--- src/rtl/inst_loader_pkg.sv ---
// Shared widths and loader FSM encodings for the boot-time instruction loader.
// The state codes are plain 3-bit constants so legacy code can reuse the same values.
package inst_loader_pkg;

    localparam int PC_LENGTH   = 32;
    localparam int INST_LENGTH = 32;

    localparam logic [2:0] LOADER_HDR0 = 3'd0;
    localparam logic [2:0] LOADER_HDR1 = 3'd1;
    localparam logic [2:0] LOADER_DATA = 3'd2;
    localparam logic [2:0] LOADER_DONE = 3'd3;
    localparam logic [2:0] LOADER_ERR  = 3'd4;

endpackage

--- src/rtl/inst_loader.sv ---
// Receives a count-prefixed, big-endian byte stream and writes packed 32-bit words
// into the instruction memory, holding the CPU in reset until the image is complete.
module inst_loader
    import inst_loader_pkg::*;
#(
    parameter int                    ADDR_WIDTH = PC_LENGTH,
    parameter int                    DATA_WIDTH = INST_LENGTH,
    parameter logic [ADDR_WIDTH-1:0] BASE_ADDR  = '0,
    parameter int                    MAX_WORDS  = 1024
) (
    input  logic                  clk,
    input  logic                  rst,
    input  logic [7:0]            inData,
    input  logic                  inValid,
    output logic                  inReady,
    input  logic                  start,
    output logic                  we,
    output logic [ADDR_WIDTH-1:0] waddr,
    output logic [DATA_WIDTH-1:0] wdata,
    output logic                  holdCpu,
    output logic                  done,
    output logic                  err
);

    localparam logic [16:0] MAX_N = 17'(MAX_WORDS);

    logic [2:0]            state_q, state_d;
    logic [15:0]           cnt_q, cnt_d;
    logic [1:0]            byte_idx_q, byte_idx_d;
    logic [15:0]           word_idx_q, word_idx_d;
    logic [23:0]           pack_q, pack_d;
    logic                  we_q, we_d;
    logic [ADDR_WIDTH-1:0] waddr_q, waddr_d;
    logic [DATA_WIDTH-1:0] wdata_q, wdata_d;

    logic                  accept;
    logic [15:0]           hdr_n;

    assign inReady = (state_q == LOADER_HDR0) || (state_q == LOADER_HDR1) ||
                     (state_q == LOADER_DATA);
    assign accept  = inValid && inReady;
    assign hdr_n   = {cnt_q[15:8], inData};

    always_comb begin
        state_d    = state_q;
        cnt_d      = cnt_q;
        byte_idx_d = byte_idx_q;
        word_idx_d = word_idx_q;
        pack_d     = pack_q;
        we_d       = 1'b0;
        waddr_d    = waddr_q;
        wdata_d    = wdata_q;

        case (state_q)
            LOADER_HDR0: begin
                if (accept) begin
                    cnt_d[15:8] = inData;
                    state_d     = LOADER_HDR1;
                end
            end
            LOADER_HDR1: begin
                if (accept) begin
                    cnt_d      = hdr_n;
                    byte_idx_d = 2'd0;
                    word_idx_d = 16'd0;
                    if (hdr_n == 16'd0) begin
                        state_d = LOADER_DONE;
                    end else if ({1'b0, hdr_n} > MAX_N) begin
                        state_d = LOADER_ERR;
                    end else begin
                        state_d = LOADER_DATA;
                    end
                end
            end
            LOADER_DATA: begin
                if (accept) begin
                    pack_d     = {pack_q[15:0], inData};
                    byte_idx_d = byte_idx_q + 2'd1;
                    // Fourth byte completes the word; the write issues without stalling the stream.
                    if (byte_idx_q == 2'd3) begin
                        we_d    = 1'b1;
                        wdata_d = DATA_WIDTH'({pack_q, inData});
                        waddr_d = BASE_ADDR + ADDR_WIDTH'({word_idx_q, 2'b00});
                        if (word_idx_q == cnt_q - 16'd1) begin
                            state_d = LOADER_DONE;
                        end else begin
                            word_idx_d = word_idx_q + 16'd1;
                        end
                    end
                end
            end
            LOADER_DONE, LOADER_ERR: begin
                if (start) begin
                    state_d = LOADER_HDR0;
                end
            end
            default: begin
                state_d = LOADER_HDR0;
            end
        endcase
    end

    always_ff @(posedge clk or negedge rst) begin
        if (!rst) begin
            state_q    <= LOADER_HDR0;
            cnt_q      <= '0;
            byte_idx_q <= '0;
            word_idx_q <= '0;
            pack_q     <= '0;
            we_q       <= 1'b0;
            waddr_q    <= BASE_ADDR;
            wdata_q    <= '0;
        end else begin
            state_q    <= state_d;
            cnt_q      <= cnt_d;
            byte_idx_q <= byte_idx_d;
            word_idx_q <= word_idx_d;
            pack_q     <= pack_d;
            we_q       <= we_d;
            waddr_q    <= waddr_d;
            wdata_q    <= wdata_d;
        end
    end

    assign we    = we_q;
    assign waddr = waddr_q;
    assign wdata = wdata_q;
    assign done  = (state_q == LOADER_DONE);
    assign err   = (state_q == LOADER_ERR);
    // The final write is still in flight during the first DONE cycle.
    assign holdCpu = (state_q != LOADER_DONE) || we_q;

endmodule

--- config.mk ---
export PLATFORM = sky130hd
export DESIGN_NAME = inst_loader
export DESIGN_NICKNAME = d
export VERILOG_FILES = /design/src/rtl/inst_loader_pkg.sv /design/src/rtl/inst_loader.sv
export SDC_FILE = /design/constraint.sdc
export NUM_CORES = 1
export LEC_CHECK = 0
export ABC_AREA = 1
export BUFFER_PORTS_ARGS = -buffer_cell sky130_fd_sc_hd__buf_2
export CAP_MARGIN = 25
export CORE_MARGIN = 2
export CORE_UTILIZATION = 40
export CTS_BUF_LIST = sky130_fd_sc_hd__clkbuf_4 sky130_fd_sc_hd__clkbuf_8
export CTS_CLUSTER_DIAMETER = 80
export DETAILED_ROUTE_END_ITERATION = 10
export PLACE_DENSITY = 0.68
export SLEW_MARGIN = 10
export SYNTH_ARGS = -nofsm -noshare
export SYNTH_HDL_FRONTEND = slang
export SYNTH_SLANG_ARGS = --single-unit
--- constraint.sdc ---
create_clock -name clk -period 2.1 [get_ports clk]
set_input_delay 0.315 -clock clk [delete_from_list [all_inputs] [get_ports clk]]
set_output_delay 0.315 -clock clk [all_outputs]
set_load 0.01 [all_outputs]
## Word level (Yosys, flattened, before mapping)

Index checks and enable logic that the tools add are counted.

| word-level totals | value |
|---|---|
| bits in registers | 110 |
| output and inout bits | 69 |
| input bits | 12 |
| word-level logic and storage cells | 65 |

| cells by class | value |
|---|---|
| reduce and logical (&&, ||, !) cells | 15 |
| bitwise gates (word level) | 1 |
| equal/unequal tests | 14 |
| add/sub/neg operators | 3 |
| magnitude comparators | 1 |
| mux-type cells | 22 |

Operators by type and width:

| cell | count |
|---|---|
| two-way mux 16 bit | 4 |
| one-hot mux 16 bit (2 select lines) | 1 |
| two-way mux 3 bit | 8 |
| adder 16 x 1 -> 16 bit, second input constant | 1 |
| equality test 16 bit | 1 |
| > comparator 16 x 11 -> 1 bit, second input constant | 1 |
| zero test 16 bit | 1 |
| one-hot mux 8 bit (2 select lines) | 1 |
| subtractor 16 x 1 -> 16 bit, second input constant | 1 |
| one-hot mux 3 bit (4 select lines) | 1 |
| inequality test 2 bit, second input constant | 5 |
| AND reduction 3 bit | 3 |
| two-way mux 8 bit | 1 |
| equality test 3 x 2 -> 1 bit, second input constant | 2 |
| AND reduction 6 bit | 1 |
| AND reduction 5 bit | 1 |
| two-way mux 2 bit | 2 |
| inequality test 2 x 1 -> 1 bit, second input constant | 2 |
| one-hot mux 2 bit (2 select lines) | 1 |
| AND reduction 2 bit | 2 |
| equality test 3 x 1 -> 1 bit, second input constant | 1 |
| equality test 3 bit, second input constant | 1 |
| zero test 3 bit | 1 |
| logical OR 1 bit | 3 |
| 8 further kinds | 10 |

## Longest topological paths before layout

| logic depth | value |
|---|---|
| word-level depth | 6 |
| gate-level depth with buffers | 16 |
| gate-level depth less buffers | 16 |

## Worst setup path after synthesis

OpenSTA, ideal clock, no wires.

| path | value |
|---|---|
| kind | register -> register |
| start | register cnt_q[0] |
| end | register word_idx_q[9] |
| data arrival time | 1.860 ns |
| setup time | 0.065 ns |
| path buffers | 1 |
| cell stages (with the launch flop) | 14 |
| required time | 2.035 ns |
| setup slack | 0.175 ns |
| period minus slack after synthesis | 1.925 ns |
| path through | dfrtp_1 > inv_2 > ha_1 > nand2_4 > nor2_4 > nand3_1 > nand2_1 > nand3_2 > nor2_4 > nand3_4 > nand2_4 > buf_12 > nand3_2 > nand2_1 |

| on the way | value |
|---|---|
| longest elaborated chain between the ends | 4 |

RTL lines:

| item | RTL line | source |
|---|---|---|
| from (decl) | inst_loader.sv:28 | `logic [15:0] cnt_q, cnt_d;` |
| from (signal assigned) | inst_loader.sv:115 | `cnt_q <= cnt_d;` |
| subtractor 16 x 1 -> 16 bit | inst_loader.sv:84 | `if (word_idx_q == cnt_q - 16'd1) begin` |
| equality test 16 bit | inst_loader.sv:84 |  |
| inequality test 2 bit (no source line) | - |  |
| AND reduction 5 bit (no source line) | - |  |
| to (signal assigned) | inst_loader.sv:117 | `word_idx_q <= word_idx_d;` |
| to (decl) | inst_loader.sv:30 | `logic [15:0] word_idx_q, word_idx_d;` |

Every way passes these cells.
A chain may end at the register's enable or synchronous reset.

## Worst setup path after layout

| path | value |
|---|---|
| start | register cnt_q[1] |
| end | register word_idx_q[0] |

The elaborated chain is that of the path after synthesis.

==> metrics.txt <==
Final Worst Setup Slack=0.1459 ns; antenna-violating nets left=0; Reg-to-Reg Start=cnt_q[1]; Die H=about 120 um; FILL cells=roughly 1400; RSZ-0062 raised after global routing=yes; Pwr Density=between 1000 and 1500 nW/um2; Worst VDD drop=between 500 and 600 uV; cell count after synthesis=710; Final setup viols=0; met2 WL=between 6000 and 7000 um; storage element area=approximately 2800 um2; GP Congestion=0.8830; critical path capture point type=register; Post-layout nets=794; switching share of power=a little over two fifths; synthesis-to-finish area growth=13.04%; remaining global-route overflow=0; HP Start=inData[5]; Root Buffer=clkbuf_8; met3 WL=between 500 and 600 um; P_int=0.004230 W; Post-synth ARST share=between 90% and 100%; Final Hold Violating Endpoints=0; Place WS=0.08032 ns; I/O Buffers=64; DR WL/cell=between 10 and 15 um; die extent in x=~120 um; sw power=about 0.0031 W; Finished Cell Area=6584 um2; register area share after synthesis=47.26%; Slew Limit Fails=0; reg2reg path depth=14; total CTS buffers=9; CTS max path bufs=2; Arrival @ worst endpoint=about 2.2 ns; Tightest Pin Transition=0.5386 ns; Logic pwr share=around 41%; wire length on met1=6526 um; antenna cells=0; htree depth=3; # IOs=roughly 80; Hold Path Stages=3; Die Area=roughly 16000 um2; drt drc=0; Core ar.=about 14000 um2; CP Max Fanout=16; clk slew on worst S/H paths=~0.11 ns; yosys warns=0; DP Wirelength=9652 um; layout cells sized above 1=19.90%; top routing layer used=met4; dpl cells=around 950; critical path launch point type=register; TritonRoute pass-1 iters=4; outcome=complete, no violations; Clock Skews=~0.012 ns; Post-DP Area=between 6000 and 7000 um2; clock sink total=110; f_max=roughly 510 MHz; Detailed Route WL=between 10000 and 15000 um; EDFF count, synth=0; post-synthesis cell type count=36; TritonCTS clock tree=yes; largest net degree at the start of global routing=59; reg2reg end=word_idx_q[0]; Tot GR Track Use=between 15 and 20%; via count=4766; R2R setup slack=0.15 ns; Synth Cell Area=between 5000 and 6000 um2; Reg power frac=41.1%; Synth Flop Type=dfrtp_1; initial core utilization=between 40 and 50%; WHS Endpoint=pack_q[5]; vias in the first global route=about 4500; Rel. slew slack=between 60% and 70%; multi-input logic area=2531 um2; clock latency at the later pin of the worst-skew pair=0.38 ns; Crit path required time=about 2.4 ns; first-pass GRT wire length=~22000 um; Max Cap Viol=0; DRT iter0 DRCs=~300; initial antenna violation count=0; Std-Cell Rows=44; Final period util=93.05%; LEAKAGE=~3.3 nW; Clk pwr share=between 10% and 20%; Setup CP Type=reg2reg; syn avg cell area=between 8 and 9 um2; Hold Crit Class=in2reg; register bit total from synthesis=110; Tmin final=a little under 2 ns; routed vias/inst=~4.9; Setup TNS=0 ns; Layout Cells excl Fill=slightly below 1000
[layout by cell type (no fill, tap or decap), drive strengths merged, types with 16 or more instances in the layout]
cell type  count
nand3         44
nand2        205
o21ai         92
buf           82
inv           96
dfrtp        110
xor2          20
conb          16
nand4         23
nor2          42
[logic make-up after synthesis]
logic type,Yosys count,synth area share (%)
other,1,0.06439
AO/OA/AOI/OAI,99,8.894
adder cells (fa/ha/maj),3,0.6445
flip-flops,110,47.26
buffers and inverters,133,11.17
XOR/XNOR,26,3.910
AND/OR/NAND/NOR,338,28.06
[state kept, by name, indices dropped and copies added (netlist names)]
signal	flops
we	1
waddr	16
pack_q	24
cnt_q	16
wdata	32
byte_idx_q	2
state_q	3
word_idx_q	16
[worst max-delay path by stage]
stage | startpoint | to | slack [ns] | depth (start not counted)
global placement | cnt_q[1] | word_idx_q[15] | 0.15 | 12
floorplan | cnt_q[0] | word_idx_q[9] | 0.17 | 13
finish | cnt_q[1] | word_idx_q[0] | 0.15 | 14
global route | cnt_q[1] | state_q[0] | -0.009 | 15
detailed placement | cnt_q[1] | word_idx_q[0] | 0.08 | 12
CTS | cnt_q[1] | word_idx_q[0] | 0.06 | 12
[metrics by stage]
step | power [W] | utilization (%) | hold WS [ns]
CTS | 0.007225 | 45.28 | 0.1368
floorplan | 0.005179 | - | 0.01941
detailed placement | 0.005861 | 43.77 | 0.3080
finish | 0.007348 | 45.82 | 0.1620
global route | 0.007959 | 45.82 | 0.1541
global placement | 0.005829 | 43.77 | 0.3147
[power groups by stage]
stage / Sequential, W / Clock (W) / Combinational (W)
after floorplan: 0.00297 / 0 / 0.00221
after global placement: 0.00301 / 0 / 0.00282
after detailed placement: 0.00302 / 0 / 0.00284
after CTS: 0.00299 / 0.00138 / 0.00286
after global routing: 0.00308 / 0.00149 / 0.00340
final: 0.00302 / 0.00134 / 0.00299
[critical path, cell delays in order (launching register included)]
cell and delay (ns):
dfrtp_1 0.39, buf_4 0.15, nor2_4 0.19, nand2_4 0.10
nor2_4 0.16, nand2_2 0.06, nand2_2 0.06, nand2_1 0.06
inv_2 0.06, nand3_2 0.09, nor2_4 0.10, nand3_4 0.10
buf_6 0.18, nand4_1 0.08, nand2_1 0.06
[cell type report]
| class | count | share of cell area (%) |
|---|---|---|
| Inverter | 93 | 5.302 |
| Sequential cell | 110 | 41.89 |
| Tap cell | 184 | 3.497 |
| Timing Repair Buffer | 83 | 7.735 |
| Clock buffer | 10 | 1.995 |
| Clock inverter | 6 | 1.140 |
| Multi-Input combinational cell | 482 | 38.45 |
[routing by layer]
layer,vias to the layer above,global-route usage (%)
met5,-,0
met4,0,4.825
met3,18,3.737
met2,102,27.03
met1,2270,25.39
li1,2376,-
[synth_stat cells, types with 3 or more instances]
library cell | number | area share (%)
a21oi_1 | 3 | 0.26
buf_2 | 3 | 0.26
buf_4 | 17 | 2.2
buf_6 | 5 | 0.97
clkbuf_1 | 11 | 0.71
clkbuf_8 | 3 | 0.71
dfrtp_1 | 110 | 47
ha_1 | 3 | 0.64
inv_1 | 86 | 5.5
inv_2 | 7 | 0.45
nand2_1 | 198 | 13
nand2_2 | 3 | 0.32
nand2_4 | 4 | 0.77
nand3_1 | 31 | 2.7
nand3_2 | 12 | 2.1
nand3b_1 | 5 | 0.64
nand4_1 | 23 | 2.5
nor2_1 | 28 | 1.8
nor2_2 | 6 | 0.64
nor2_4 | 8 | 1.5
nor3_1 | 11 | 0.95
nor4_1 | 5 | 0.54
o21ai_0 | 52 | 4.5
o21ai_1 | 40 | 3.4
xnor2_1 | 6 | 0.90
xor2_1 | 20 | 3.0
[what timing repair did]
action,in CTS,in global routing
hold buffers,1,0
setup endpoints to repair,0,19
hold endpoints to repair,34,0
setup buffers,0,2
resized for setup,0,18
Note: power is estimated with default switching activity, not from simulation.
